**config.mk**
```make
export PLATFORM = sky130hd
export DESIGN_NAME = signed_bcd_display
export DESIGN_NICKNAME = d
export VERILOG_FILES = /design/src/rtl/signed_bcd_display.sv
export SDC_FILE = /design/constraint.sdc
export NUM_CORES = 1
export LEC_CHECK = 0
export BUFFER_PORTS_ARGS = -buffer_cell sky130_fd_sc_hd__buf_2
export CAP_MARGIN = 5
export CORE_AREA = 4 4 125 139
export DETAILED_ROUTE_END_ITERATION = 16
export DIE_AREA = 0 0 129 143
export GPL_TIMING_DRIVEN = 0
export PLACE_DENSITY = 0.43
export SLEW_MARGIN = 10
export SYNTH_ARGS = -nofsm -noshare
export SYNTH_HDL_FRONTEND = slang
export SYNTH_SLANG_ARGS = --single-unit
```
**constraint.sdc**
```tcl
create_clock -name clk -period 1.8 [get_ports clk]
set_clock_uncertainty 0.05 [all_clocks]
set_input_delay 0.36 -clock clk [delete_from_list [all_inputs] [get_ports clk]]
set_output_delay 0.36 -clock clk [all_outputs]
set_load 0.01 [all_outputs]
```
**src/rtl/signed_bcd_display.sv**
```systemverilog
// signed_bcd_display: signed binary to DIGITS-digit 7-seg driver (double-dabble).
// Build option LEADING_ZERO_BLANK_EN blanks zero digits above the top non-zero one.
module seven_segment (
  input  logic [3:0] bcd,
  output logic [6:0] seg
);
  // active-low {g,f,e,d,c,b,a} decode
  always_comb begin
    case (bcd)
      4'h0:    seg = 7'h40;
      4'h1:    seg = 7'h79;
      4'h2:    seg = 7'h24;
      4'h3:    seg = 7'h30;
      4'h4:    seg = 7'h19;
      4'h5:    seg = 7'h12;
      4'h6:    seg = 7'h02;
      4'h7:    seg = 7'h78;
      4'h8:    seg = 7'h00;
      4'h9:    seg = 7'h10;
      4'hA:    seg = 7'h08;
      4'hB:    seg = 7'h03;
      4'hC:    seg = 7'h46;
      4'hD:    seg = 7'h21;
      4'hE:    seg = 7'h06;
      default: seg = 7'h0E;
    endcase
  end
endmodule

module signed_bcd_display #(
  parameter int         WIDTH     = 12,
  parameter int         DIGITS    = 4,
  parameter logic [6:0] BLANK_PAT = 7'h7F
) (
  input  logic                  clk,
  input  logic                  rst_n,
  input  logic                  start_i,
  input  logic [WIDTH-1:0]      data_i,
  output logic                  busy_o,
  output logic                  done_o,
  output logic                  neg_o,
  output logic                  ovf_o,
  output logic [4*DIGITS-1:0]   bcd_o,
  output logic [7*DIGITS-1:0]   seg_o
);

  function automatic int calc_digits(input int w);
    longint unsigned lim;
    longint unsigned p;
    int d;
    lim = (64'd1 << w) - 64'd1;
    p = 64'd1;
    d = 0;
    while (p <= lim) begin
      p = p * 64'd10;
      d++;
    end
    return d;
  endfunction

  function automatic logic [63:0] pow10(input int n);
    logic [63:0] p;
    p = 64'd1;
    for (int i = 0; i < n; i++) p = p * 64'd10;
    return p;
  endfunction

  localparam int NAT   = calc_digits(WIDTH);
  localparam int ACC_N = (NAT > DIGITS) ? NAT : DIGITS;
  localparam int ACC_W = 4 * ACC_N;
  localparam int CW    = $clog2(WIDTH + 1);
  localparam logic [63:0] LIM = pow10(DIGITS);

  typedef enum logic {IDLE, SHIFT} state_t;

  state_t           state;
  logic [WIDTH-1:0] mag;
  logic [WIDTH-1:0] sh;
  logic [ACC_W-1:0] acc;
  logic [ACC_W-1:0] adj;
  logic [CW-1:0]    cnt;
  logic             neg_s;
  logic             ovf_s;

  // magnitude; the most-negative value maps onto itself as unsigned
  always_comb begin
    mag = data_i[WIDTH-1] ? (~data_i + WIDTH'(1)) : data_i;
  end

  // add 3 to every nibble of 5 or more before the shift
  always_comb begin
    adj = acc;
    for (int i = 0; i < ACC_N; i++) begin
      if (acc[4*i+:4] >= 4'd5) adj[4*i+:4] = acc[4*i+:4] + 4'd3;
    end
  end

  // conversion FSM with registered handshake and result
  always_ff @(posedge clk or negedge rst_n) begin
    if (!rst_n) begin
      state  <= IDLE;
      sh     <= '0;
      acc    <= '0;
      cnt    <= '0;
      neg_s  <= 1'b0;
      ovf_s  <= 1'b0;
      busy_o <= 1'b0;
      done_o <= 1'b0;
      neg_o  <= 1'b0;
      ovf_o  <= 1'b0;
      bcd_o  <= '0;
    end else begin
      done_o <= 1'b0;
      case (state)
        IDLE: begin
          if (start_i) begin
            sh     <= mag;
            acc    <= '0;
            cnt    <= CW'(WIDTH);
            neg_s  <= data_i[WIDTH-1];
            ovf_s  <= (64'(mag) >= LIM);
            busy_o <= 1'b1;
            state  <= SHIFT;
          end
        end
        SHIFT: begin
          // top accumulator bit is always 0; rotating it keeps every bit live
          {acc, sh} <= {adj[ACC_W-2:0], sh, adj[ACC_W-1]};
          cnt <= cnt - CW'(1);
          if (cnt == CW'(1)) begin
            bcd_o  <= {adj[4*DIGITS-2:0], sh[WIDTH-1]};
            neg_o  <= neg_s;
            ovf_o  <= ovf_s;
            done_o <= 1'b1;
            busy_o <= 1'b0;
            state  <= IDLE;
          end
        end
        default: state <= IDLE;
      endcase
    end
  end

  logic [DIGITS-1:0]   blank;
  logic [7*DIGITS-1:0] dec;

`ifdef LEADING_ZERO_BLANK_EN
  // blank zeros above the most-significant non-zero digit, never on overflow
  always_comb begin
    logic lead;
    lead  = !ovf_o;
    blank = '0;
    for (int k = DIGITS - 1; k >= 1; k--) begin
      if (bcd_o[4*k+:4] != 4'd0) lead = 1'b0;
      blank[k] = lead;
    end
  end
`else
  assign blank = '0;
`endif

  for (genvar k = 0; k < DIGITS; k++) begin : g_dig
    seven_segment u_seg (
      .bcd (bcd_o[4*k+:4]),
      .seg (dec[7*k+:7])
    );
    assign seg_o[7*k+:7] = blank[k] ? BLANK_PAT : dec[7*k+:7];
  end

endmodule

```
==> results.rst <==
.. list-table::
   :header-rows: 1

   * - Metric
     - Value
   * - Setup CP Type
     - reg2out
   * - Number of non-filler instances in the completed layout
     - 707
   * - Share of post-route cells with drive strength above 1
     - roughly two fifths
   * - # DRC
     - 0
   * - Floorplan die height
     - 143 um
   * - Failing checks
     - setup timing
   * - Number of DRC violations after detailed-routing iteration 0
     - 105
   * - Max transition margin
     - around 54%
   * - Number of I/O port buffers
     - 60
   * - Async set-or-reset flop fraction in the synthesized netlist
     - 100.0%
   * - Syn-to-layout area delta
     - 35.67%
   * - Buffer cell driving the clock tree root
     - sky130_fd_sc_hd__clkbuf_16
   * - Arr. time, crit path
     - 1.68 ns
   * - Average routed wire per standard cell
     - between 10 and 15 um
   * - Total instance count after detailed placement
     - 665
   * - Core Util, Final
     - 31.94%
   * - DRT Pass-1 Iters
     - 4
   * - Initial antenna violation count
     - 0
   * - Setup crit start kind
     - register
   * - Number of buffers on the longest clock path
     - 2
   * - Portion of the post-synthesis area used by sequential elements
     - 35.08%
   * - Required time of the critical path
     - 1.39 ns
   * - Area after detailed placement
     - 4339 um2
   * - Final critical path time including I/O delays and setup
     - 2.091 ns
   * - Hold_buf cts
     - 0
   * - Crit Path Max Fanout
     - 4
   * - Number of nets at the end of the flow
     - 552
   * - Fill cell instance count of the final layout
     - 1684
   * - Die ar.
     - between 15000 and 20000 um2
   * - Startpoint of the lowest-slack register-to-register path
     - acc[0]$_DFFE_PN0P_
   * - All-layer global routing usage
     - 10.81%
   * - Number of routed nets with antenna violations
     - 0
   * - Die X
     - 129 um
   * - Source of the critical timing path
     - bcd_o[12]$_DFFE_PN0P_
   * - Via count of the first global-routing pass
     - 3466
   * - Power Density
     - 1808 nW/um2
   * - Sequence of cells on the critical path
     - clkinv_4 -> ha_4 -> inv_2 -> mux4_2 -> buf_6
   * - Worst-path clk slew
     - around 0.07 ns
   * - Latest clock arrival within the worst-skew pair
     - 0.29 ns
   * - Clock tree from TritonCTS
     - built
   * - Post-synth EDFFs
     - 0
   * - Critical Path Sink Type
     - primary output
   * - Post-Syn Area
     - 3781 um2
   * - Clock net sink count
     - 53
   * - Commonest non-fill, non-tap cell in the layout
     - sky130_fd_sc_hd__buf_2
   * - Number of hold violations in the final report
     - 0
   * - Maximum number of pins on one net before global-route repair
     - 54
   * - Post-route fraction of the period consumed by the critical path
     - 116.2%
   * - Leading cell types in the layout, fill and taps excluded
     - sky130_fd_sc_hd__buf_2 (64), sky130_fd_sc_hd__dfrtp_1 (43), sky130_fd_sc_hd__nand2_1 (26), sky130_fd_sc_hd__mux2i_1 (26), sky130_fd_sc_hd__buf_4 (25)
   * - Warnings from Yosys
     - 0
   * - Flip-flop and latch count after synthesis
     - 53
   * - RD Place Congestion
     - 0.7542
   * - Number of placement rows
     - 49
   * - Synth cell types
     - 42
   * - DR vias/cell
     - between 4 and 5
   * - Slew at the pin closest to its max-slew limit
     - 0.6970 ns
   * - Overflow left after global routing
     - 0
   * - Final setup violation count
     - 25
   * - Core outline area
     - 16060 um2
   * - Initial Utilization
     - 23.54%
   * - Number of top-level pins
     - 63
   * - Main flop type after synthesis
     - sky130_fd_sc_hd__dfrtp_1
   * - Unrepaired setup endpoints after global routing
     - true
   * - Max Clk Rate
     - about 0.48 GHz
   * - Highest ir drop seen on vdd
     - 0.5372 mV
   * - Mean area per synthesized cell
     - between 9 and 10 um2
   * - Setup slack of the critical path after layout
     - -0.2908 ns
   * - Placement-stage worst setup slack
     - -0.1841 ns
   * - Antenna Diode Count
     - 0
   * - HPWL after DPL
     - a little under 7000 um
   * - Total count of max-transition violations in the final report
     - 0
   * - Number of max-cap violations
     - 0
   * - Maximum cell stage delay along the critical path
     - roughly 0.46 ns
   * - Cell with the biggest individual delay on the critical path
     - sky130_fd_sc_hd__mux4_2
   * - Via count of the routed design
     - 3261
   * - Total Power
     - 9277 uW
   * - Post-route cell area
     - 5130 um2
   * - Clock buffer count from CTS
     - 5
   * - Outcome
     - complete, but fails checks
   * - Mapped Nets
     - 451
   * - Synthesized netlist cell count
     - 401
   * - Wire length of the first global-routing pass
     - 16590 um
   * - H-tree lvl count
     - 2
   * - Total detailed-routing wirelength
     - around 10000 um
   * - Worst hold-check path type
     - in2async
   * - Static Leakage
     - about 0.0023 uW
[power by group]
| group | switching, uW | internal (uW) | leakage [uW] |
|---|---|---|---|
| combinational | 3030 | 3000 | 0.00158 |
| clock | 436 | 511 | 0.0000696 |
| sequential | 542 | 1760 | 0.000652 |
| total | 4010 | 5270 | 0.00231 |
[path summary, 6_finish.rpt]
check	to	slack, ns	cells past startpoint
worst max-delay path	seg_o[24]	-0.29	5
worst min-delay path	neg_s$_DFFE_PN0P_	0.07	1
worst max register to register	bcd_o[2]$_DFFE_PN0P_	0.12	6
worst min register to register	neg_o$_DFFE_PN0P_	0.43	2
max in group asynchronous	bcd_o[13]$_DFFE_PN0P_	1.12	1
min in group clk	sh[10]$_DFFE_PN0P_	0.32	3
[state kept, by name, indices dropped and copies added, names as in the netlist]
name and flops:
acc 16, bcd_o 16, sh 12, cnt 4, busy_o 1, done_o 1, neg_o 1, neg_s 1
state 1
[cells by family after synthesis]
logic type | Yosys count | synth area share [%]
mux | 40 | 12.18
buf+inv | 50 | 5.526
simple gates | 112 | 16.64
flops | 53 | 35.08
other cells | 1 | 0.09918
compound gates | 95 | 15.42
fa+ha+maj | 35 | 11.58
xor+xnor | 15 | 3.475
[cells in the mapped netlist (2+ instances only)]
cell type,n,share of area (%)
sky130_fd_sc_hd__a21o_1,4,0.79
sky130_fd_sc_hd__a21oi_1,24,3.2
sky130_fd_sc_hd__a21oi_2,5,1.2
sky130_fd_sc_hd__a22o_1,6,1.4
sky130_fd_sc_hd__a31oi_1,4,0.66
sky130_fd_sc_hd__a32o_1,3,0.79
sky130_fd_sc_hd__buf_2,11,1.5
sky130_fd_sc_hd__buf_4,2,0.40
sky130_fd_sc_hd__clkbuf_1,8,0.79
sky130_fd_sc_hd__dfrtp_1,53,35
sky130_fd_sc_hd__ha_1,35,12
sky130_fd_sc_hd__inv_1,27,2.7
sky130_fd_sc_hd__inv_2,2,0.20
sky130_fd_sc_hd__mux2_2,8,2.4
sky130_fd_sc_hd__mux2i_1,28,7.4
sky130_fd_sc_hd__mux4_2,4,2.4
sky130_fd_sc_hd__nand2_1,28,2.8
sky130_fd_sc_hd__nand2b_1,24,4.0
sky130_fd_sc_hd__nand3b_1,2,0.40
sky130_fd_sc_hd__nor2_1,19,1.9
sky130_fd_sc_hd__nor2b_1,4,0.66
sky130_fd_sc_hd__nor3_1,7,0.93
sky130_fd_sc_hd__nor3b_1,19,3.8
sky130_fd_sc_hd__o211ai_1,3,0.60
sky130_fd_sc_hd__o21ai_0,28,3.7
sky130_fd_sc_hd__o21ai_1,4,0.53
sky130_fd_sc_hd__o22ai_1,6,0.99
sky130_fd_sc_hd__o31ai_1,5,0.99
sky130_fd_sc_hd__or3b_1,2,0.46
sky130_fd_sc_hd__xnor2_1,13,3.0
sky130_fd_sc_hd__xor2_1,2,0.46
[final cells by class]
type,count,area [um2],area share [%]
plain buffers,21,115.1,2.244
clock buffers,5,125.1,2.439
clock inverters,3,17.52,0.3415
inverters,29,127.6,2.488
multi-input cells,298,2511,48.95
flip-flops and latches,53,1339,26.10
well taps,204,255.2,4.976
repair buffers,94,639.4,12.46
[timing repair]
action	4_1_cts	5_1_grt
endpoints found under the setup margin	28	32
pin swaps	15	11
buffers inserted	30	5
gates resized for setup	80	32
[worst max-delay path, delay by kind of cell (launching register included)]
family                     cells  cell delay [ns]
buffers and inverters          3             0.26
DFF                            1             0.42
adders and majority gates      1             0.26
muxes                          1             0.46
[stage by stage]
stage / setup TNS [ns] / hold slack (ns)
2_1_floorplan: 0 / 0.01441
3_3_place_gp: -0.7331 / 0.4131
3_5_place_dp: -0.8765 / 0.4115
4_1_cts: -4.101 / 0.3144
5_1_grt: -5.775 / 0.1264
6_report: -4.093 / 0.06992
[per-layer routing]
metal | track usage (%) | routed length (um) | up-vias
met3 | 1.833 | 383 | 12
met1 | 12.82 | 4284 | 1579
met5 | 0 | 0 | -
li1 | - | - | 1596
met4 | 2.156 | 120 | 0
met2 | 20.36 | 5214 | 74
No activity file was read; power rests on OpenSTA's default activity.
